**src/rtl/game_pkg.sv**
```systemverilog
// Shared game constants: button bit positions, default screen geometry and the
// player-motion FSM state encoding.
package game_pkg;

  localparam int unsigned BTN_UP    = 3;
  localparam int unsigned BTN_DOWN  = 2;
  localparam int unsigned BTN_RIGHT = 1;
  localparam int unsigned BTN_LEFT  = 0;

  localparam int unsigned POS_W_DEF = 10;
  localparam int unsigned H_RES_DEF = 640;
  localparam int unsigned V_RES_DEF = 480;

  typedef enum logic [1:0] {
    ST_IDLE,
    ST_LOAD,
    ST_SCAN,
    ST_COMMIT
  } motion_state_e;

endpackage

```
**src/rtl/player_motion_engine_tick_divider.sv**
```systemverilog
// Free-running divider: one-cycle tick every TICK_DIV clocks, the first one
// TICK_DIV cycles after reset is released.
module tick_divider #(
  parameter int unsigned TICK_DIV = 833333
) (
  input  logic clk,
  input  logic rst,
  output logic tick
);

  localparam int unsigned     CNT_W = (TICK_DIV > 1) ? $clog2(TICK_DIV) : 1;
  localparam logic [CNT_W-1:0] LAST = CNT_W'(TICK_DIV - 1);

  logic [CNT_W-1:0] count_q, count_d;

  assign tick = (count_q == LAST);

  always_comb begin
    count_d = tick ? '0 : count_q + CNT_W'(1);
  end

  always_ff @(posedge clk) begin
    if (rst) count_q <= '0;
    else     count_q <= count_d;
  end

endmodule

```
**src/rtl/player_motion_engine.sv**
```systemverilog
// Player movement engine: on each move tick, proposes a clamped step per axis,
// scans all rectangles one per cycle, and commits each axis only if it is clear.
module player_motion_engine
  import game_pkg::*;
#(
  parameter int unsigned N_OBJ    = 24,
  parameter int unsigned POS_W    = POS_W_DEF,
  parameter int unsigned H_RES    = H_RES_DEF,
  parameter int unsigned V_RES    = V_RES_DEF,
  parameter int unsigned PLAYER_W = 16,
  parameter int unsigned PLAYER_H = 16,
  parameter int unsigned STEP     = 2,
  parameter int unsigned TICK_DIV = 833333,
  parameter int unsigned START_X  = 312,
  parameter int unsigned START_Y  = 232
) (
  input  logic                   clk,
  input  logic                   rst,
  input  logic [3:0]             btn,
  input  logic [N_OBJ-1:0]       obj_valid,
  input  logic [N_OBJ*POS_W-1:0] obj_x,
  input  logic [N_OBJ*POS_W-1:0] obj_y,
  input  logic [N_OBJ*POS_W-1:0] obj_w,
  input  logic [N_OBJ*POS_W-1:0] obj_ht,
  output logic [POS_W-1:0]       player_x,
  output logic [POS_W-1:0]       player_y,
  output logic [N_OBJ-1:0]       hit_vec,
  output logic [3:0]             blocked,
  output logic                   busy,
  output logic                   tick_miss
);

  localparam int unsigned       IDX_W    = (N_OBJ > 1) ? $clog2(N_OBJ) : 1;
  localparam int unsigned       SW       = POS_W + 2;
  localparam logic [POS_W-1:0]  X_MAX    = POS_W'(H_RES - PLAYER_W);
  localparam logic [POS_W-1:0]  Y_MAX    = POS_W'(V_RES - PLAYER_H);
  localparam logic [POS_W-1:0]  PW       = POS_W'(PLAYER_W);
  localparam logic [POS_W-1:0]  PH       = POS_W'(PLAYER_H);
  localparam logic [IDX_W-1:0]  IDX_LAST = IDX_W'(N_OBJ - 1);
  localparam logic signed [SW-1:0] STEP_S = SW'(STEP);

  motion_state_e    state_q, state_d;
  logic [3:0]       btn_q, btn_d;
  logic [POS_W-1:0] px_q, px_d, py_q, py_d;
  logic [POS_W-1:0] cx_q, cx_d, cy_q, cy_d;
  logic             xhit_q, xhit_d, yhit_q, yhit_d;
  logic [N_OBJ-1:0] hit_acc_q, hit_acc_d, hit_vec_q, hit_vec_d;
  logic [3:0]       blocked_q, blocked_d;
  logic [IDX_W-1:0] idx_q, idx_d;
  logic             miss_q, miss_d;
  logic             tick;

  tick_divider #(.TICK_DIV(TICK_DIV)) u_div (
    .clk  (clk),
    .rst  (rst),
    .tick (tick)
  );

  // Sums carry one extra bit so an edge near the top of the range cannot wrap.
  function automatic logic span_overlap(input logic [POS_W-1:0] a, a_len, b, b_len);
    return ({1'b0, a} < ({1'b0, b} + {1'b0, b_len})) &&
           ({1'b0, b} < ({1'b0, a} + {1'b0, a_len}));
  endfunction

  function automatic logic [POS_W-1:0] step_clamp(input logic [POS_W-1:0] pos,
                                                  input logic signed [SW-1:0] d,
                                                  input logic [POS_W-1:0] hi);
    logic signed [SW-1:0] s;
    s = $signed({2'b00, pos}) + d;
    if (s[SW-1])                          return '0;
    else if (s > $signed({2'b00, hi}))    return hi;
    else                                  return s[POS_W-1:0];
  endfunction

  logic xr, xl, yd, yu;
  logic signed [SW-1:0] dx, dy;

  assign xr = btn_q[BTN_RIGHT] & ~btn_q[BTN_LEFT];
  assign xl = btn_q[BTN_LEFT]  & ~btn_q[BTN_RIGHT];
  assign yd = btn_q[BTN_DOWN]  & ~btn_q[BTN_UP];
  assign yu = btn_q[BTN_UP]    & ~btn_q[BTN_DOWN];
  assign dx = xr ? STEP_S : (xl ? -STEP_S : '0);
  assign dy = yd ? STEP_S : (yu ? -STEP_S : '0);

  logic [31:0]      base;
  logic [POS_W-1:0] ox, oy, ow, oh;
  logic             obj_live, xtest, ytest;

  assign base     = 32'(idx_q) * POS_W;
  assign ox       = obj_x[base +: POS_W];
  assign oy       = obj_y[base +: POS_W];
  assign ow       = obj_w[base +: POS_W];
  assign oh       = obj_ht[base +: POS_W];
  assign obj_live = obj_valid[idx_q] && (ow != '0) && (oh != '0);
  // Each axis is tested with the other axis held at its committed position.
  assign xtest    = obj_live && (xr | xl) &&
                    span_overlap(cx_q, PW, ox, ow) && span_overlap(py_q, PH, oy, oh);
  assign ytest    = obj_live && (yd | yu) &&
                    span_overlap(px_q, PW, ox, ow) && span_overlap(cy_q, PH, oy, oh);

  always_comb begin
    state_d   = state_q;
    btn_d     = btn_q;
    px_d      = px_q;
    py_d      = py_q;
    cx_d      = cx_q;
    cy_d      = cy_q;
    xhit_d    = xhit_q;
    yhit_d    = yhit_q;
    hit_acc_d = hit_acc_q;
    hit_vec_d = hit_vec_q;
    blocked_d = blocked_q;
    idx_d     = idx_q;
    miss_d    = miss_q | (tick & (state_q != ST_IDLE));

    unique case (state_q)
      ST_IDLE: begin
        if (tick) begin
          btn_d   = btn;
          state_d = ST_LOAD;
        end
      end
      ST_LOAD: begin
        cx_d      = step_clamp(px_q, dx, X_MAX);
        cy_d      = step_clamp(py_q, dy, Y_MAX);
        xhit_d    = 1'b0;
        yhit_d    = 1'b0;
        hit_acc_d = '0;
        idx_d     = '0;
        state_d   = ST_SCAN;
      end
      ST_SCAN: begin
        xhit_d           = xhit_q | xtest;
        yhit_d           = yhit_q | ytest;
        hit_acc_d[idx_q] = xtest | ytest;
        if (idx_q == IDX_LAST) state_d = ST_COMMIT;
        else                   idx_d   = idx_q + IDX_W'(1);
      end
      ST_COMMIT: begin
        if (!xhit_q) px_d = cx_q;
        if (!yhit_q) py_d = cy_q;
        hit_vec_d            = hit_acc_q;
        blocked_d[BTN_RIGHT] = xr & (xhit_q | (cx_q == px_q));
        blocked_d[BTN_LEFT]  = xl & (xhit_q | (cx_q == px_q));
        blocked_d[BTN_DOWN]  = yd & (yhit_q | (cy_q == py_q));
        blocked_d[BTN_UP]    = yu & (yhit_q | (cy_q == py_q));
        state_d              = ST_IDLE;
      end
      default: state_d = ST_IDLE;
    endcase
  end

  always_ff @(posedge clk) begin
    if (rst) begin
      state_q   <= ST_IDLE;
      btn_q     <= '0;
      px_q      <= POS_W'(START_X);
      py_q      <= POS_W'(START_Y);
      cx_q      <= '0;
      cy_q      <= '0;
      xhit_q    <= 1'b0;
      yhit_q    <= 1'b0;
      hit_acc_q <= '0;
      hit_vec_q <= '0;
      blocked_q <= '0;
      idx_q     <= '0;
      miss_q    <= 1'b0;
    end else begin
      state_q   <= state_d;
      btn_q     <= btn_d;
      px_q      <= px_d;
      py_q      <= py_d;
      cx_q      <= cx_d;
      cy_q      <= cy_d;
      xhit_q    <= xhit_d;
      yhit_q    <= yhit_d;
      hit_acc_q <= hit_acc_d;
      hit_vec_q <= hit_vec_d;
      blocked_q <= blocked_d;
      idx_q     <= idx_d;
      miss_q    <= miss_d;
    end
  end

  assign player_x  = px_q;
  assign player_y  = py_q;
  assign hit_vec   = hit_vec_q;
  assign blocked   = blocked_q;
  assign busy      = (state_q != ST_IDLE);
  assign tick_miss = miss_q;

endmodule

```
**config.mk**
```make
export PLATFORM = sky130hd
export DESIGN_NAME = player_motion_engine
export DESIGN_NICKNAME = d
export VERILOG_FILES = /design/src/rtl/game_pkg.sv /design/src/rtl/player_motion_engine_tick_divider.sv /design/src/rtl/player_motion_engine.sv
export SDC_FILE = /design/constraint.sdc
export NUM_CORES = 1
export LEC_CHECK = 0
export BUFFER_PORTS_ARGS = -buffer_cell sky130_fd_sc_hd__buf_2
export CAP_MARGIN = 5
export CELL_PAD_IN_SITES_DETAIL_PLACEMENT = 1
export CELL_PAD_IN_SITES_GLOBAL_PLACEMENT = 1
export CORE_AREA = 2 2 407 409
export CTS_CLUSTER_DIAMETER = 60
export DETAILED_ROUTE_END_ITERATION = 8
export DIE_AREA = 0 0 409 411
export GPL_TIMING_DRIVEN = 0
export PLACE_DENSITY = 0.4
export REMOVE_ABC_BUFFERS = 1
export SYNTH_ARGS = -nofsm -noshare
export SYNTH_HDL_FRONTEND = slang
export SYNTH_SLANG_ARGS = --single-unit
export TNS_END_PERCENT = 30
```
**constraint.sdc**
```tcl
create_clock -name clk -period 13.6 [get_ports clk]
set_clock_uncertainty 0.1 [all_clocks]
set_input_delay 1.36 -clock clk [delete_from_list [all_inputs] [get_ports clk]]
set_output_delay 1.36 -clock clk [all_outputs]
set_load 0.005 [all_outputs]
```
==> impl_results.md, run 1 <==
- Final setup margin: 5.905 ns
- Dpl cell area: 0.02476 mm²
- Hold depth: 2
- Post-synthesis cell count: 1704
- Cells resized by post-CTS repair: 0
- Synthesis-to-layout area growth: 51.09%
- Vias in the first global route: 20896
- Critical path class: reg2reg
- CTS root buf: clkbuf_16
- Starting Density: 10.26%
- Fin cells: 4875
- Post-DR wirelength/cell: 29.34 µm
- Final count of hold timing violations: 0
- Worst-Margin Slew: 1.254 ns
- DIE AREA: 0.1681 mm²
- Die H: 411 µm
- Critical Path Source Type: flop
- Crit path to: hit_acc_q[16]
- Highest clock rate: 130.0 MHz
- Syn Std Cell Area: 0.01682 mm²
- Final setup viols: 0
- Clock slew at reported path FFs: 0.07 ns
- HP Class: reg2reg
- Final HPWL DP: 127.7 mm
- Drt drc: 0
- Crit Reg-Reg Startpoint: idx_q[3]
- Cell Pwr Density: 57.62 mW/mm²
- Worst reg2reg path depth: 21
- Ys flop type: dfxtp_1
- Initial antenna violation count: 101
- Average size of a mapped cell: 9.870 µm²
- IO buf count: 1039
- CORE AREA: 0.1639 mm²
- FF-to-FF End: hit_acc_q[16]
- Avg Vias per Cell: 3.982
- Final nets: 3778
- Fin crit share: 56.58%
- Yosys reg bits: 126
- Power Total: 1.464 mW
- Worst setup path startpoint: idx_q[3]
- Core Util, Final: 15.51%
- Worst Hold Margin: 0.3752 ns
- Register area share after synthesis: 15.00%
- Ports: 1040
- Most common cell after layout, fill and taps aside: buf_2
- Clock buffer depth: 2
- Relative slew slack: 16.11%
- Site Rows: 149
- Detail Route Antenna Nets: 0
- EDFF count, synth: 0
- CTS tree: done
- CTS hold repair buffers: 0
- Most frequent cells in the layout: buf_2 (1038), mux4_2 (186), mux2i_1 (130), ha_1 (123), dfxtp_1 (123)
- Status: finished, final reports clean
- Sink Count: 126
- Share of layout cells above drive strength 1: 50.32%
- GRT Util Overall: 16.47%
- Worst vdd ir: 0.06983 mV
- Worst Path Required: 13.78 ns
- Die X: 409 µm
- Reg2Reg Setup Slack: 5.90 ns
- Final Max Slew Viols: 0
- Worst setup EP type: flop
- Largest net degree at the start of global routing: 63
- Post-Layout Inst Area: 0.02541 mm²
- Drt initial violations: 950
- Leakage power: 10.05 nW
- Max_cap viols: 0
- Final min period: 7.695 ns
- WP data arrival: 7.87 ns
- Postcts setup bufs: 0
- DR vias: 19410
- Max FO, Critical Path: 22
- Placed Cells incl. Taps: 4829
- Routability Congestion: 0.9056
- Router iterations before antenna repair: 5
- Synth async-reset ratio: 0%
- CTS buffer count: 17
- RSZ-0062 raised after global routing: no
- Htree depth: 4
- Setup slack at placement: 5.479 ns
- Final wirelength: 143.1 mm
- Distinct cells, synth: 87
- Yosys warnings: 0
- Clk_lat worst skew: 0.44 ns
- Global-route wire length before repair: 188.7 mm
- Setup TNS: 0 ns
- Total gr overflow: 0
[power breakdown]
group	internal [mW]	switching, mW	total (mW)	leakage (nW)
sequential	0.381	0.0307	0.412	1.02
combinational	0.271	0.290	0.561	8.74
clock	0.293	0.199	0.492	0.291
[flip-flops by register name, indices dropped and copies added (netlist names), 5 cells and up]
signal         flops
hit_acc_q         24
hit_vec           24
u_div.count_q     20
cx_q              10
player_x          10
cy_q              10
idx_q              5
player_y          10
[worst max-delay path: stages (launching register included)]
cell and delay (ns):
dfxtp_1 0.90, clkinv_1 0.91, nor3_4 0.76, buf_16 0.23, buf_8 0.19, a22oi_1 0.11
nand3_1 0.40, ha_1 0.39, o21ai_0 0.32, nor3_1 0.10, a211oi_1 0.36, nand2_1 0.12
xnor2_1 0.19, ha_1 0.38, nand2_1 0.09, nor4_1 0.30, a211oi_1 0.09, o2111ai_1 0.12
o2111ai_1 0.36, a32oi_4 0.69, buf_16 0.24, o41ai_2 0.09
[cells by family after synthesis]
| family | Yosys count | share of synthesized area, % |
|---|---|---|
| AO/OA/AOI/OAI | 434 | 18.73 |
| XOR/XNOR | 79 | 4.114 |
| adder cells (fa/ha/maj) | 128 | 9.701 |
| buffers and inverters | 197 | 5.728 |
| flip-flops | 126 | 15.00 |
| multiplexers | 329 | 34.59 |
| AND/OR/NAND/NOR | 411 | 12.15 |
[layout make-up]
class	instances	area (µm²)
Sequential cell	126	2531
Tap cell	2189	2739
Fill cell	19502	138500
Timing Repair Buffer	1073	5836
Clock inverter	14	185.2
Antenna cell	13	32.53
Inverter	61	229.0
Multi-Input combinational cell	1381	13430
Clock buffer	18	429.2
[worst min-delay path by stage]
stage | startpoint | endpoint | slack, ns
finish | tick_miss | tick_miss | 0.38
detailed placement | tick_miss | tick_miss | 0.37
global route | tick_miss | tick_miss | 0.42
floorplan | u_div.count_q[0] | u_div.count_q[0] | 0.35
CTS | tick_miss | tick_miss | 0.38
global placement | tick_miss | tick_miss | 0.35
[synth_stat cells (7+ instances only)]
cell type | n | area [µm²]
mux4_2 | 186 | 4189
mux2i_1 | 130 | 1301
dfxtp_1 | 126 | 2522
ha_1 | 124 | 1551
nor2_1 | 104 | 390.4
nand2_1 | 96 | 360.4
a22oi_1 | 86 | 645.6
a21oi_1 | 78 | 390.4
nand3_1 | 70 | 350.3
clkbuf_1 | 58 | 217.7
inv_1 | 58 | 217.7
xnor2_1 | 44 | 385.4
o22ai_1 | 41 | 256.5
o21ai_0 | 40 | 200.2
xor2_1 | 35 | 306.5
o211ai_1 | 31 | 232.7
buf_2 | 29 | 145.1
a21o_1 | 26 | 195.2
nor3_1 | 24 | 120.1
a211oi_1 | 23 | 172.7
buf_1 | 22 | 82.58
a31oi_1 | 16 | 100.1
or3_1 | 16 | 100.1
nand4_1 | 14 | 87.58
o41ai_2 | 13 | 211.5
mux4_1 | 12 | 315.3
nor2b_1 | 12 | 75.07
and3_1 | 11 | 68.82
buf_6 | 11 | 123.9
nand2b_1 | 11 | 68.82
nor4_1 | 11 | 68.82
buf_4 | 10 | 75.07
o2111ai_1 | 9 | 78.83
a211o_1 | 7 | 61.31
and2_1 | 7 | 43.79
o31ai_2 | 7 | 87.58
[layer usage]
metal | routed length, µm | global-route usage, % | vias up
met1 | 56290 | 18.92 | 9630
met2 | 76630 | 31.95 | 813
met3 | 7344 | 2.967 | 192
met5 | 209 | 0 | -
met4 | 2573 | 2.163 | 32
li1 | - | - | 8743
No activity file was read; power rests on OpenSTA's default activity.
==> run 2: changes to the inputs <==
==> constraint.sdc (replaced) <==
create_clock -name clk -period 7.4 [get_ports clk]
set_clock_uncertainty 0.1 [all_clocks]
set_input_delay 0.74 -clock clk [delete_from_list [all_inputs] [get_ports clk]]
set_output_delay 0.74 -clock clk [all_outputs]
set_load 0.005 [all_outputs]
==> run 2 against run 1 <==
Net effect: wire length increased by 0.48%; via count increased by 0.15%; final area increased by 0.38%; global-route usage about the same; sequential power increased by 83%; sequential cell count unchanged; highest routed layer unchanged.
==> impl_results.md, run 2 (synthesis gave the netlist of run 1 again) <==
- Ports: 1040
- Fin crit share: 93.23%
- Synthesis-to-layout area growth: 51.67%
- Total gr overflow: 0
- Worst vdd ir: 0.1282 mV
- Post-DR wirelength/cell: 29.45 µm
- Starting Density: 10.26%
- Final setup margin: 0.5007 ns
- Final Max Slew Viols: 0
- Final nets: 3782
- Initial antenna violation count: 101
- Core Util, Final: 15.57%
- Worst setup EP type: flop
- RSZ-0062 raised after global routing: no
- Cell Pwr Density: 105.7 mW/mm²
- Avg Vias per Cell: 3.983
- GRT Util Overall: 16.50%
- Clock buffer depth: 2
- Worst reg2reg path depth: 22
- Worst setup path startpoint: idx_q[1]
- Highest clock rate: 144.9 MHz
- Crit path to: hit_acc_q[21]
- Clock slew at reported path FFs: 0.07 ns
- Max_cap viols: 0
- Crit Reg-Reg Startpoint: idx_q[1]
- Htree depth: 4
- Final min period: 6.899 ns
- Setup TNS: 0 ns
- Leakage power: 10.10 nW
- Router iterations before antenna repair: 5
- Most common cell after layout, fill and taps aside: buf_2
- Reg2Reg Setup Slack: 0.50 ns
- CTS buffer count: 17
- Final wirelength: 143.7 mm
- Power Total: 2.695 mW
- Final count of hold timing violations: 0
- Most frequent cells in the layout: buf_2 (1038), mux4_2 (186), mux2i_1 (130), ha_1 (123), dfxtp_1 (121)
- Relative slew slack: 16.55%
- Largest net degree at the start of global routing: 63
- WP data arrival: 7.09 ns
- IO buf count: 1039
- CTS root buf: clkbuf_16
- Worst-Margin Slew: 1.247 ns
- CTS tree: done
- Share of layout cells above drive strength 1: 50.73%
- Critical path class: reg2reg
- Sink Count: 126
- Vias in the first global route: 20912
- Critical Path Source Type: flop
- Fin cells: 4881
- Die H: 411 µm
- CORE AREA: 0.1639 mm²
- Worst Path Required: 7.59 ns
- Setup slack at placement: -0.7212 ns
- Detail Route Antenna Nets: 0
- DR vias: 19440
- Final HPWL DP: 127.7 mm
- Drt initial violations: 971
- Max FO, Critical Path: 58
- Global-route wire length before repair: 189.0 mm
- Status: finished, final reports clean
- HP Class: reg2reg
- DIE AREA: 0.1681 mm²
- Routability Congestion: 0.9056
- CTS hold repair buffers: 0
- Drt drc: 0
- Placed Cells incl. Taps: 4829
- Site Rows: 149
- FF-to-FF End: hit_acc_q[21]
- Die X: 409 µm
- Final setup viols: 0
- Clk_lat worst skew: 0.44 ns
run 2: cell count changes in the layout (fill, tap and decap cells not counted), moves of 2 or more:
| cell | change |
|---|---|
| buf_12 | +3 |
| dfxtp_1 | -2 |
| dfxtp_2 | +2 |
| diode_2 | +2 |
| nand3_1 | -2 |
| nand3_2 | +2 |
run 2: final cells by class:
cell class              count  area, µm²
multi-input cells        1381      13450
repair buffers           1077       5903
inverters                  61      230.2
clock buffers              18      429.2
diodes                     15      37.54
fillers                 19502     138400
well taps                2189       2739
clock inverters            14      185.2
flip-flops and latches    126       2534
run 2: worst max-delay path, cell delays in order (launching register included):
cell,delay (ns)
dfxtp_4,0.73
buf_16,0.37
buf_16,0.33
mux4_2,0.38
and2_1,0.17
o21ai_1,0.16
o2111ai_2,0.51
ha_1,0.53
a211oi_1,0.38
nor3_1,0.12
a211oi_1,0.36
nand2_1,0.12
xnor2_1,0.19
ha_1,0.38
nand2_1,0.10
nor4_1,0.29
a211oi_1,0.09
o2111ai_1,0.12
o2111ai_1,0.37
a32oi_4,0.34
buf_12,0.16
buf_16,0.16
o41ai_2,0.09
run 2: power by group:
group          leakage, nW  switching, mW  internal [mW]  total [mW]
sequential            1.02         0.0552          0.700       0.755
clock                0.291          0.367          0.538       0.905
combinational         8.79          0.537          0.498        1.04
run 2: worst min path at each step:
| stage | startpoint | to | slack [ns] | cells past startpoint |
|---|---|---|---|---|
| after floorplan | u_div.count_q[0] | u_div.count_q[0] | 0.35 | 1 |
| after global placement | tick_miss | tick_miss | 0.35 | 2 |
| after detailed placement | tick_miss | tick_miss | 0.37 | 2 |
| after CTS | tick_miss | tick_miss | 0.38 | 2 |
| after global routing | tick_miss | tick_miss | 0.42 | 2 |
| final | tick_miss | tick_miss | 0.38 | 2 |
run 2: what timing repair did:
action                                  in CTS  in global routing
setup buffers                                3                  1
resized for setup                            4                  5
pin swaps                                    1                  0
endpoints found under the setup margin      25                 23
run 2: metrics by stage:
stage / instance area [µm²] / hold slack [ns]
5_1_grt: 25490 / 0.4164
3_3_place_gp: 24020 / 0.3543
2_1_floorplan: 16080 / 0.3494
3_5_place_dp: 24760 / 0.3685
6_report: 25510 / 0.3752
4_1_cts: 25430 / 0.3836
run 2: metal layers:
| metal | GRT usage, % | wire length, µm |
|---|---|---|
| met5 | 0 | 216 |
| met4 | 2.163 | 2664 |
| met3 | 2.986 | 7536 |
| met1 | 18.94 | 56570 |
| met2 | 32.03 | 76750 |
